`config.mk`:
```
export PLATFORM = sky130hd
export DESIGN_NAME = blockade_vram_arbiter_flat
export DESIGN_NICKNAME = d
export VERILOG_FILES = /design/src/rtl/blockade_vram_if.sv /design/src/rtl/blockade_vram_arbiter.sv /design/src/flat_wrapper.sv
export SDC_FILE = /design/constraint.sdc
export NUM_CORES = 1
export LEC_CHECK = 0
export BUFFER_PORTS_ARGS = -buffer_cell sky130_fd_sc_hd__buf_4
export CAP_MARGIN = 20
export CORE_MARGIN = 1
export CORE_UTILIZATION = 46
export DETAILED_ROUTE_END_ITERATION = 8
export HOLD_SLACK_MARGIN = 0.15
export PLACE_DENSITY = 0.75
export SYNTH_ARGS = -nofsm -noshare
export SYNTH_HDL_FRONTEND = slang
export SYNTH_SLANG_ARGS = --single-unit
```
`constraint.sdc`:
```
create_clock -name clk -period 1.5 [get_ports clk]
set_clock_uncertainty 0.1 [all_clocks]
set_input_delay 0.3 -clock clk [delete_from_list [all_inputs] [get_ports clk]]
set_output_delay 0.3 -clock clk [all_outputs]
set_load 0.1 [all_outputs]
```
`src/rtl/blockade_vram_if.sv`:
```
// Signal bundle linking the Blockade VRAM arbiter, its two clients and the 1024x8 single-port RAM.
interface blockade_vram_if;
    logic       ce_vid;
    logic [9:0] vid_addr;
    logic [7:0] vid_data;
    logic       vblank;
    logic       cpu_req;
    logic       cpu_we;
    logic [9:0] cpu_addr;
    logic [7:0] cpu_wdata;
    logic [7:0] cpu_rdata;
    logic       cpu_ack;
    logic       cpu_ready;
    logic       clear_busy;
    logic [9:0] ram_addr;
    logic       ram_we;
    logic [7:0] ram_wdata;
    logic [7:0] ram_q;

    // Environment side: video timing, CPU decode and the RAM macro.
    modport master (
        output ce_vid, vid_addr, vblank, cpu_req, cpu_we, cpu_addr, cpu_wdata, ram_q,
        input  vid_data, cpu_rdata, cpu_ack, cpu_ready, clear_busy, ram_addr, ram_we, ram_wdata
    );

    // Arbiter side.
    modport slave (
        input  ce_vid, vid_addr, vblank, cpu_req, cpu_we, cpu_addr, cpu_wdata, ram_q,
        output vid_data, cpu_rdata, cpu_ack, cpu_ready, clear_busy, ram_addr, ram_we, ram_wdata
    );
endinterface

```
`src/rtl/blockade_vram_arbiter.sv`:
```
// Shares one 1024x8 synchronous VRAM between video fetch and the 8080, clearing it after reset.
// Optional VRAM_VBLANK_ONLY_EN restricts CPU writes to vertical blank.
module blockade_vram_arbiter (
    input  logic           clk,
    input  logic           reset,
    blockade_vram_if.slave bus
);
    localparam int unsigned AW = 10;
    localparam int unsigned DW = 8;
    localparam logic [AW-1:0] LAST_ADDR = AW'(1023);

    typedef enum logic {CLEAR, RUN} state_t;

    typedef struct packed {
        logic          we;
        logic [AW-1:0] addr;
        logic [DW-1:0] wdata;
    } req_t;

    state_t        state;
    state_t        state_next;
    logic [AW-1:0] clr_cnt;
    req_t          pend;
    logic          pend_valid;
    logic          pend_issued;
    logic          pend_valid_next;
    logic [1:0]    tag;
    logic [AW-1:0] addr_hold;

    logic          wr_slot_ok;
    logic          vid_serve;
    logic          cpu_issue;
    logic          cpu_wr_issue;
    logic          cpu_rd_issue;
    logic          req_take;
    logic          pend_done;
    logic [AW-1:0] mux_addr;
    logic          mux_we;
    logic [DW-1:0] mux_wdata;

`ifdef VRAM_VBLANK_ONLY_EN
    assign wr_slot_ok = bus.vblank;
`else
    logic unused_vblank;
    assign unused_vblank = bus.vblank;
    assign wr_slot_ok    = 1'b1;
`endif

    always_ff @(posedge clk) begin
        if (reset) state <= CLEAR;
        else       state <= state_next;
    end

    // Slot arbitration: clear owns everything, then video, then a pending CPU access.
    always_comb begin
        state_next   = state;
        vid_serve    = 1'b0;
        cpu_issue    = 1'b0;
        cpu_wr_issue = 1'b0;
        cpu_rd_issue = 1'b0;
        req_take     = 1'b0;
        pend_done    = 1'b0;
        mux_addr     = addr_hold;
        mux_we       = 1'b0;
        mux_wdata    = '0;
        if (reset) begin
            state_next = CLEAR;
            mux_addr   = '0;
        end else if (state == CLEAR) begin
            mux_addr = clr_cnt;
            mux_we   = 1'b1;
            if (clr_cnt == LAST_ADDR) state_next = RUN;
        end else begin
            vid_serve    = bus.ce_vid;
            cpu_issue    = !bus.ce_vid && pend_valid && !pend_issued && (!pend.we || wr_slot_ok);
            cpu_wr_issue = cpu_issue && pend.we;
            cpu_rd_issue = cpu_issue && !pend.we;
            req_take     = bus.cpu_req && !pend_valid;
            pend_done    = cpu_wr_issue || tag[1];
            if (vid_serve) begin
                mux_addr = bus.vid_addr;
            end else if (cpu_issue) begin
                mux_addr = pend.addr;
                mux_we   = pend.we;
                if (pend.we) mux_wdata = pend.wdata;
            end
        end
        pend_valid_next = req_take || (pend_valid && !pend_done);
    end

    assign bus.ram_addr  = mux_addr;
    assign bus.ram_we    = mux_we;
    assign bus.ram_wdata = mux_wdata;

    // tag records who owns the ram_q that arrives next cycle: {cpu, video}.
    always_ff @(posedge clk) begin
        if (reset) begin
            clr_cnt        <= '0;
            pend           <= '0;
            pend_valid     <= 1'b0;
            pend_issued    <= 1'b0;
            tag            <= 2'b00;
            addr_hold      <= '0;
            bus.vid_data   <= '0;
            bus.cpu_rdata  <= '0;
            bus.cpu_ack    <= 1'b0;
            bus.cpu_ready  <= 1'b0;
            bus.clear_busy <= 1'b1;
        end else begin
            if (state == CLEAR) clr_cnt <= clr_cnt + AW'(1);
            if (req_take) begin
                pend.we    <= bus.cpu_we;
                pend.addr  <= bus.cpu_addr;
                pend.wdata <= bus.cpu_wdata;
            end
            pend_valid     <= pend_valid_next;
            pend_issued    <= pend_valid_next && (pend_issued || cpu_rd_issue);
            tag            <= {cpu_rd_issue, vid_serve};
            addr_hold      <= mux_addr;
            if (tag[0]) bus.vid_data  <= bus.ram_q;
            if (tag[1]) bus.cpu_rdata <= bus.ram_q;
            bus.cpu_ack    <= pend_done;
            bus.cpu_ready  <= (state_next == RUN) && !pend_valid_next;
            bus.clear_busy <= (state_next == CLEAR);
        end
    end
endmodule

```
`src/flat_wrapper.sv`:
```
// flat-port wrapper written by rule: the top's interface ports become plain ports
module blockade_vram_arbiter_flat 
  (clk, reset, bus_ce_vid, bus_vid_addr, bus_vblank, bus_cpu_req, bus_cpu_we, bus_cpu_addr, bus_cpu_wdata, bus_ram_q, bus_vid_data, bus_cpu_rdata, bus_cpu_ack, bus_cpu_ready, bus_clear_busy, bus_ram_addr, bus_ram_we, bus_ram_wdata);
  blockade_vram_if bus_i ();
  input  logic clk;
  input  logic reset;
  input wire logic [$bits(bus_i.ce_vid)-1:0] bus_ce_vid;
  input wire logic [$bits(bus_i.vid_addr)-1:0] bus_vid_addr;
  input wire logic [$bits(bus_i.vblank)-1:0] bus_vblank;
  input wire logic [$bits(bus_i.cpu_req)-1:0] bus_cpu_req;
  input wire logic [$bits(bus_i.cpu_we)-1:0] bus_cpu_we;
  input wire logic [$bits(bus_i.cpu_addr)-1:0] bus_cpu_addr;
  input wire logic [$bits(bus_i.cpu_wdata)-1:0] bus_cpu_wdata;
  input wire logic [$bits(bus_i.ram_q)-1:0] bus_ram_q;
  output wire logic [$bits(bus_i.vid_data)-1:0] bus_vid_data;
  output wire logic [$bits(bus_i.cpu_rdata)-1:0] bus_cpu_rdata;
  output wire logic [$bits(bus_i.cpu_ack)-1:0] bus_cpu_ack;
  output wire logic [$bits(bus_i.cpu_ready)-1:0] bus_cpu_ready;
  output wire logic [$bits(bus_i.clear_busy)-1:0] bus_clear_busy;
  output wire logic [$bits(bus_i.ram_addr)-1:0] bus_ram_addr;
  output wire logic [$bits(bus_i.ram_we)-1:0] bus_ram_we;
  output wire logic [$bits(bus_i.ram_wdata)-1:0] bus_ram_wdata;
  assign bus_i.ce_vid = bus_ce_vid;
  assign bus_i.vid_addr = bus_vid_addr;
  assign bus_i.vblank = bus_vblank;
  assign bus_i.cpu_req = bus_cpu_req;
  assign bus_i.cpu_we = bus_cpu_we;
  assign bus_i.cpu_addr = bus_cpu_addr;
  assign bus_i.cpu_wdata = bus_cpu_wdata;
  assign bus_i.ram_q = bus_ram_q;
  assign bus_vid_data = bus_i.vid_data;
  assign bus_cpu_rdata = bus_i.cpu_rdata;
  assign bus_cpu_ack = bus_i.cpu_ack;
  assign bus_cpu_ready = bus_i.cpu_ready;
  assign bus_clear_busy = bus_i.clear_busy;
  assign bus_ram_addr = bus_i.ram_addr;
  assign bus_ram_we = bus_i.ram_we;
  assign bus_ram_wdata = bus_i.ram_wdata;
  blockade_vram_arbiter u_core (.clk(clk), .reset(reset), .bus(bus_i));
endmodule
```
==> results of run 1 <==
## report_power, final
group	switching, mW	internal [mW]	total [mW]	leakage (nW)
Clock	0.798	0.818	1.62	0.0947
Sequential	0.0138	1.68	1.69	0.512
Combinational	0.238	0.254	0.492	1.51
Total	1.05	2.75	3.80	2.11
## critical path: stages, from the launching register on
cell     delay [ns]
dfxtp_4        0.39
nor2b_4        0.18
buf_6          0.15
o21ai_0        0.21
o32ai_4        0.21
buf_12         0.22
## kinds of logic after synthesis
family          share of synthesized area
fa+ha+maj                         0.00458
buf+inv                            0.0596
flops                               0.462
simple gates                        0.214
compound gates                      0.185
xor+xnor                           0.0128
mux                                0.0623
## through the flow
step / util / hold WS (ns)
2_1_floorplan: - / 0.332
3_3_place_gp: 0.730 / 0.341
3_5_place_dp: 0.730 / 0.345
4_1_cts: 0.889 / 0.165
5_1_grt: 0.941 / 0.160
6_report: 0.941 / 0.172
## path summary, 6_finish.rpt
kind | to | slack, ns | startpoint
max | bus_ram_addr[1] | -0.61 | u_core.state
min | u_core.tag[1] | 0.17 | bus_ce_vid
max reg2reg | u_core.clr_cnt[6] | -0.25 | u_core.state
min reg2reg | u_core.pend[11] | 0.38 | u_core.pend[11]
## per-layer routing
metal / vias to the layer above / global-route usage / share of wire
met5: - / 0 / 0
met4: 0 / 0.185 / 0.068
met3: 91 / 0.0690 / 0.071
met2: 263 / 0.696 / 0.51
met1: 1681 / 0.392 / 0.35
li1: 1431 / - / -
## state kept, by name (all words and copies together) (netlist names)
| register | flops |
|---|---|
| u_core.bus.cpu_ready | 1 |
| u_core.bus.vid_data | 8 |
| u_core.state | 1 |
| u_core.bus.cpu_rdata | 8 |
| u_core.pend_valid | 1 |
| u_core.pend_issued | 1 |
| u_core.bus.clear_busy | 1 |
| u_core.tag | 2 |
| u_core.addr_hold | 10 |
| u_core.bus.cpu_ack | 1 |
| u_core.clr_cnt | 10 |
| u_core.pend | 19 |
## area by class of cell
type | count | area, µm²
fill | 154 | 330
sequential | 63 | 1280
timing repair buffer | 181 | 1760
clock inverter | 6 | 70.1
inverter | 13 | 48.8
multi-input combinational | 204 | 1890
clock buffer | 10 | 138
tap | 72 | 90.1
## Yosys cell counts, types with 2 or more instances
cell type  number  area, µm²
o31ai_1         4       30.0
o21ai_0        13       65.1
nor2b_1         3       18.8
dfxtp_1        63       1260
nand2_1        39        146
or4_1           4       30.0
nand3_1         3       15.0
nand2b_1        2       12.5
and3_1          8       50.1
inv_1          13       48.8
buf_2           4       20.0
a211oi_1       10       75.1
and3b_1        10       87.6
buf_1           2       7.51
xor2_1          3       26.3
clkbuf_1       18       67.6
nor2_1         23       86.3
a21oi_1        24        120
o32ai_1        20        175
mux2i_1        17        170
## timing repair
item / CTS / global route
resized for setup: 94 / 77
endpoints found under the setup margin: 27 / 48
buffers inserted: 5 / 4
gates cloned: 1 / 1
hold endpoints to repair: 34 / 0
pin swaps: 16 / 34
hold buffers: 27 / 0
## cell usage in the layout (no fill, tap or decap), drive strengths merged, types with 2 or more instances in the layout
cell type	count
buf	154
dfxtp	63
nand2	40
dlygate4sd3	27
a21oi	24
nor2	23
o32ai	20
mux2i	17
inv	13
o21ai	13
a211oi	10
clkbuf	10
and3b	10
and3	8
or4	4
o31ai	4
xor2	3
clkinvlp	3
nand3	3
nor2b	3
clkinv	2
nand2b	2
nand4b	2
==> run metrics, run 1 <==
outcome finished with violations; failing checks negative setup slack; Starting DRT DRC Count ~380; Avg Inst Size Synth between 8 and 9 µm²; Clock Pin Slew Worst Setup and Hold Paths around 0.08 ns; I/O pins 80; port bufs between 70 and 80; critical path peak fanout 6; routability cong. around 0.85; post-synthesis sequential area ratio 0.462; chip width 79.0 µm; #FFs+latches synth 63; root buffer cell clkbuf_8; FMAX about 0.47 GHz; relative slew slack 0.633; Pwr Total approximately 3.8 mW; ANT cells 0; gr usage total 0.371; initial core utilization 0.487; GR Overflow Total 0; Finish-stage setup viols 46; die height just under 80 µm; placed cell count 496; synth warn 0; DP Worst Slack -0.417 ns; CORE AREA ~5600 µm²; Hold Crit Class input pin to flop; initial antenna violation count 0; Setup crit start kind flop; Rows 27; die area around 6200 µm²; Top FF cell, synth dfxtp_1; final hold viol count 0; Area Growth Syn to Fin 93.3%; Cell variety after synth 43; Max Cap Viol 0; DRC violations left 0; share of cells above drive strength 1 0.568; WP data required between 1 and 1.5 ns; Design Area, Final about 5300 µm²; Pwr Density just over 700 nW/µm²; crit path kind flop to output port; CP arrival about 1.7 ns; hold path depth 3; final worst slack -0.610 ns; Max Root-Sink Buffers 2; CTS H-Tree Depth 3; Num CTS Buffers 9; Routed WL per cell between 20 and 25 µm; Setup TNS -13.97 ns; dpl hpwl 5740 µm; DR vias ~3,500; overall routed net length 13,700 µm; Vias/cell between 6 and 7; Pre-antenna DRT Iters 5; RSZ-0062 raised after global routing yes; Finished Layout Cells approximately 550; vias in the first global route 3,434; LEAKAGE 2.11 nW; VDD IR-drop max roughly 0.00087 V; Min Clock Period, post-route about 2.1 ns; nets just over 500; CTS tree built; Post-DP Area between 4000 and 5000 µm²; pin count of the biggest net entering global routing 19; Worst Tran Pin Value ~0.55 ns; Skew-Pair Late Insertion Delay 0.36 ns; final cycle utilization of the critical path 1.41; Post-synth EDFFs 0; pins over their slew limit 0; synthesized area between 2000 and 3000 µm²; R2R depth 5; clk sink count between 60 and 70; Gate Count Post-Synth about 310; asr flop ratio synth 0; crit path capture type output port; post-route ant nets 0; Syn Nets approximately 350; first-pass GRT wire length 17,300 µm
Note: power is estimated with default switching activity, not from simulation.
==> run 2, diff against run 1 <==
==> constraint.sdc (replaced) <==
create_clock -name clk -period 1.5 [get_ports clk]
set_clock_uncertainty 0.1 [all_clocks]
set_input_delay 0.3 -clock clk [delete_from_list [all_inputs] [get_ports clk]]
set_output_delay 0.3 -clock clk [all_outputs]
set_load 0.02 [all_outputs]
==> run metrics, run 2 (synthesis results as in run 1) <==
Pre-antenna DRT Iters 5; hold_sp bus_vid_addr[6]; crit path capture type output port; initial core utilization 0.487; failing checks negative setup slack; commonest non-fill, non-tap cell in the layout buf_4; most used cell, CP buf_6; I/O pins 80; Levels on crit path 6; Area Growth Syn to Fin 79.8%; port bufs between 70 and 80; number of flip-flops in the largest register 19; RSZ-0062 raised after global routing yes; CP arrival 1.64 ns; first-pass GRT wire length 14,700 µm; initial antenna violation count 0; Num CTS Buffers 9; R2R depth 7; Pwr Density between 700 and 800 nW/µm²; CP Cell Sequence nand2b_4 > buf_6 > a211oi_2 > buf_4 > o32ai_4 > buf_6; LEAKAGE ~1.9 nW; clk sink count 63; DRC violations left 0; routability cong. between 0.8 and 0.9; dpl hpwl roughly 5400 µm; FMAX ~0.49 GHz; VDD IR-drop max 0.000879 V; final hold viol count 0; relative slew slack 0.668; CTS H-Tree Depth 3; Max Root-Sink Buffers 2; commonest non-fill, non-tap cells in the layout buf_4 (99), dfxtp_1 (56), nand2_1 (35); Min Clock Period, post-route a little over 2 ns; Hold Crit Class input pin to flop; CP top delay family buffers and inverters; post-route ant nets 0; CTS tree built; FF-to-FF setup slack -0.17 ns; WP data required roughly 1.1 ns; hold path depth 3; final worst slack -0.538 ns; Vias/cell ~5.9; outcome finished with violations; pin count of the biggest net entering global routing 22; slowest CP cell dfxtp_2; nets around 500; Worst Tran Pin Value between 0.4 and 0.5 ns; Hold WS ~0.19 ns; top flop regs u_core.pend x19, u_core.addr_hold x10, u_core.clr_cnt x10; Clock Pin Slew Worst Setup and Hold Paths 0.07 ns; die height approximately 79 µm; hold endpoint u_core.addr_hold[6]; Finish-stage setup viols 44; Reg2Reg Capture Point u_core.addr_hold[1]; Rows 27; crit path kind flop to output port; gr usage total 0.306; CP max stage delay approximately 0.35 ns; root buffer cell clkbuf_8; pins over their slew limit 0; Setup TNS -11.43 ns; die area 6250 µm²; Final Core Density 0.875; overall routed net length ~10,000 µm; Buffers & Inverters on Critical Path 3; final cycle utilization of the critical path 1.36; RR Startpoint u_core.pend_issued; CORE AREA between 5000 and 6000 µm²; ANT cells 0; critical path peak fanout 3; most flop-heavy register u_core.pend; Routed WL per cell between 15 and 20 µm; GR Overflow Total 0; vias in the first global route approximately 3,000; Starting DRT DRC Count between 200 and 250; DR vias between 3,000 and 4,000; Setup crit start kind flop; Max Cap Viol 0; chip width 79.0 µm; Skew-Pair Late Insertion Delay between 0.3 and 0.4 ns; share of cells above drive strength 1 0.475
==> run 2: cell type report <==
class | instances | area (µm²)
Multi-Input combinational cell | 205 | 1790
Timing Repair Buffer | 163 | 1460
Sequential cell | 63 | 1270
Fill cell | 251 | 699
Clock buffer | 10 | 138
Clock inverter | 5 | 106
Tap cell | 72 | 90.1
Inverter | 13 | 48.8
==> run 2: where the power goes <==
part / total [mW] / switching (mW) / leakage [nW] / internal [mW]
Sequential: 1.69 / 0.0120 / 0.512 / 1.68
Combinational: 0.401 / 0.171 / 1.29 / 0.231
Clock: 1.83 / 0.689 / 0.119 / 1.14
==> run 2: stage by stage <==
stage          cell area, µm²  setup slack (ns)  power (mW)  cells
2_1_floorplan            3030           -0.0607        1.86    306
3_3_place_gp             3920            -0.252        2.01    470
3_5_place_dp             3920            -0.313        2.01    470
4_1_cts                  4700            -0.497        3.89    525
5_1_grt                  4910            -0.580        4.05    531
6_report                 4910            -0.538        3.93    531
==> run 2: per-layer routing <==
layer / global-route usage / share of wire / vias up / wire, µm
li1: - / - / 1392 / -
met1: 0.350 / 0.38 / 1532 / 3920
met2: 0.553 / 0.52 / 176 / 5400
met3: 0.0598 / 0.060 / 52 / 624
met4: 0.125 / 0.044 / 0 / 459
met5: 0 / 0 / - / 0
==> run 2: tightest hold or removal path: cells and delay by family <==
family	cells	cell delay (ns)
compound gates	2	0.22
buf+inv	1	0.08
==> run 2: how the worst max path moves through the flow <==
stage	startpoint	slack, ns	endpoint
4_1_cts	u_core.pend_issued	-0.50	bus_ram_addr[1]
3_3_place_gp	u_core.pend_valid	-0.25	bus_ram_addr[9]
5_1_grt	u_core.pend_issued	-0.58	bus_ram_addr[1]
2_1_floorplan	reset	-0.06	bus_ram_addr[7]
3_5_place_dp	u_core.pend_valid	-0.31	bus_ram_addr[5]
6_report	u_core.pend_issued	-0.54	bus_ram_addr[9]
==> run 2: timing repair <==
item	CTS	global route
hold endpoints to repair	36	0
cloned	2	3
hold buffers	28	0
setup buffers	10	3
setup endpoints to repair	40	47
pin swaps	17	12
resized for setup	46	51
==> run 3, diff against run 2 <==
--- a/config.mk
+++ b/config.mk
@@ -5,13 +5,13 @@
 export SDC_FILE = /design/constraint.sdc
 export NUM_CORES = 1
 export LEC_CHECK = 0
-export BUFFER_PORTS_ARGS = -buffer_cell sky130_fd_sc_hd__buf_4
 export CAP_MARGIN = 20
 export CORE_MARGIN = 1
 export CORE_UTILIZATION = 46
 export DETAILED_ROUTE_END_ITERATION = 8
+export DONT_BUFFER_PORTS = 1
 export HOLD_SLACK_MARGIN = 0.15
-export PLACE_DENSITY = 0.75
+export SETUP_SLACK_MARGIN = 0.4
 export SYNTH_ARGS = -nofsm -noshare
 export SYNTH_HDL_FRONTEND = slang
 export SYNTH_SLANG_ARGS = --single-unit
==> run metrics, run 3 (synthesis results as in run 1) <==
outcome finished with violations; failing checks negative hold slack, negative setup slack; number of flip-flops in the largest register 19; DR vias between 2,000 and 2,500; most flop-heavy register u_core.pend; hold_sp reset; CP arrival ~1.5 ns; Max Cap Viol 0; pins over their slew limit 0; initial core utilization 0.487; Reg2Reg Capture Point u_core.clr_cnt[7]; Area Growth Syn to Fin 57.3%; placed cell count roughly 380; Hold Crit Class input pin to flop; initial antenna violation count 0; RR Startpoint u_core.state; Setup crit end bus_ram_wdata[1]; root buffer cell clkbuf_8; WP data required 1.10 ns; hold path depth 1; FF-to-FF setup slack -0.25 ns; vias in the first global route roughly 2,500; ANT cells 0; Worst Tran Pin Value 0.378 ns; first-pass GRT wire length between 10,000 and 15,000 µm; worst setup path startpoint u_core.pend_issued; Vias/cell 5.64; GR Overflow Total 0; die height a little under 80 µm; FILL cells 374; dpl hpwl ~4600 µm; top flop regs u_core.pend x19, u_core.addr_hold x10, u_core.clr_cnt x10; Routed WL per cell roughly 18 µm; Finished Layout Cells roughly 420; Starting DRT DRC Count 110; Rows 27; Pre-antenna DRT Iters 4; final cycle utilization of the critical path 1.26; RSZ-0062 raised after global routing yes; Num CTS Buffers 9; Skew-Pair Late Insertion Delay 0.34 ns; Hold WS -0.0919 ns; Finish-stage setup viols 44; R2R depth 6; CTS tree built; DRC violations left 0; critical path peak fanout 8; routability cong. 0.740; hold_buf cts 2; crit path kind flop to output port; chip width a little under 80 µm; CORE AREA 5610 µm²; Final Core Density 0.766; Min Clock Period, post-route 1.89 ns; CTS H-Tree Depth 3; final worst slack -0.386 ns; post-route ant nets 0; gr usage total 0.254; share of cells above drive strength 1 0.548; Pwr Total 3.45 mW; DP Worst Slack -0.0782 ns; I/O pins 80; nets 390; overall routed net length 7790 µm; final hold viol count 33; Clock Pin Slew Worst Setup and Hold Paths 0.08 ns; port bufs 0; relative slew slack 0.750; die area about 6200 µm²; LEAKAGE between 1 and 1.5 nW; clk sink count between 60 and 70; VDD IR-drop max roughly 0.00090 V; Max Root-Sink Buffers 2; Setup crit start kind flop; commonest non-fill, non-tap cell in the layout dfxtp_1; commonest non-fill, non-tap cells in the layout dfxtp_1 (32), buf_4 (27), dfxtp_4 (26); FMAX between 0.5 and 0.6 GHz; Pwr Density between 800 and 900 nW/µm²; crit path capture type output port; pin count of the biggest net entering global routing 75
-- run 3: cell count changes in the layout (fill, tap and decap cells not counted), moves of 13 or more --
cell           delta
buf_4            -72
buf_6            -15
dfxtp_1          -24
dfxtp_4          +24
dlygate4sd3_1    -26
nand2_1          -13
nand2_2          +14
-- run 3: worst min-delay path by stage --
| stage | to | slack, ns |
|---|---|---|
| floorplan | u_core.pend[10] | 0.33 |
| global placement | u_core.clr_cnt[3] | 0.27 |
| detailed placement | u_core.clr_cnt[1] | 0.28 |
| CTS | u_core.bus.cpu_rdata[7] | -0.10 |
| global route | u_core.bus.vid_data[7] | -0.11 |
| finish | u_core.bus.cpu_rdata[4] | -0.09 |
-- run 3: routing by layer --
layer	vias up	wire length, µm	track usage
met5	-	0	0
met4	0	65	0.0927
met3	6	409	0.0701
met2	63	3890	0.421
met1	1142	3420	0.313
li1	1179	-	-
-- run 3: area by class of cell --
type	instances	area, µm²	area share
sequential	63	1370	0.318
clock buffer	11	141	0.0329
clock inverter	5	81.3	0.0189
inverter	13	48.8	0.0114
multi-input combinational	205	1960	0.456
tap	72	90.1	0.0210
timing repair buffer	55	611	0.142
-- run 3: report_power, final --
part           total (mW)  internal, mW  switching, mW  leakage [nW]
Clock                1.66         0.982          0.678         0.106
Sequential           1.66          1.64         0.0181         0.530
Combinational       0.135        0.0766         0.0580         0.783
-- run 3: critical path, stage by stage, from the launching register on --
cell and delay [ns]:
dfxtp_4 0.36, and4bb_2 0.41, buf_12 0.15, and3_4 0.22
-- run 3: timing repair --
action | 4_1_cts | 5_1_grt
hold endpoints to repair | 60 | 58
pin swaps | 23 | 12
buffers inserted | 14 | 5
setup endpoints to repair | 83 | 85
gates cloned | 4 | 0
resized for setup | 80 | 49
-- run 3: stage by stage --
step | area, µm² | TNS, ns
detailed placement | 3420 | -0.745
CTS | 4080 | -9.89
global route | 4290 | -13.07
finish | 4290 | -10.21
floorplan | 3200 | 0
global placement | 3420 | -0.456
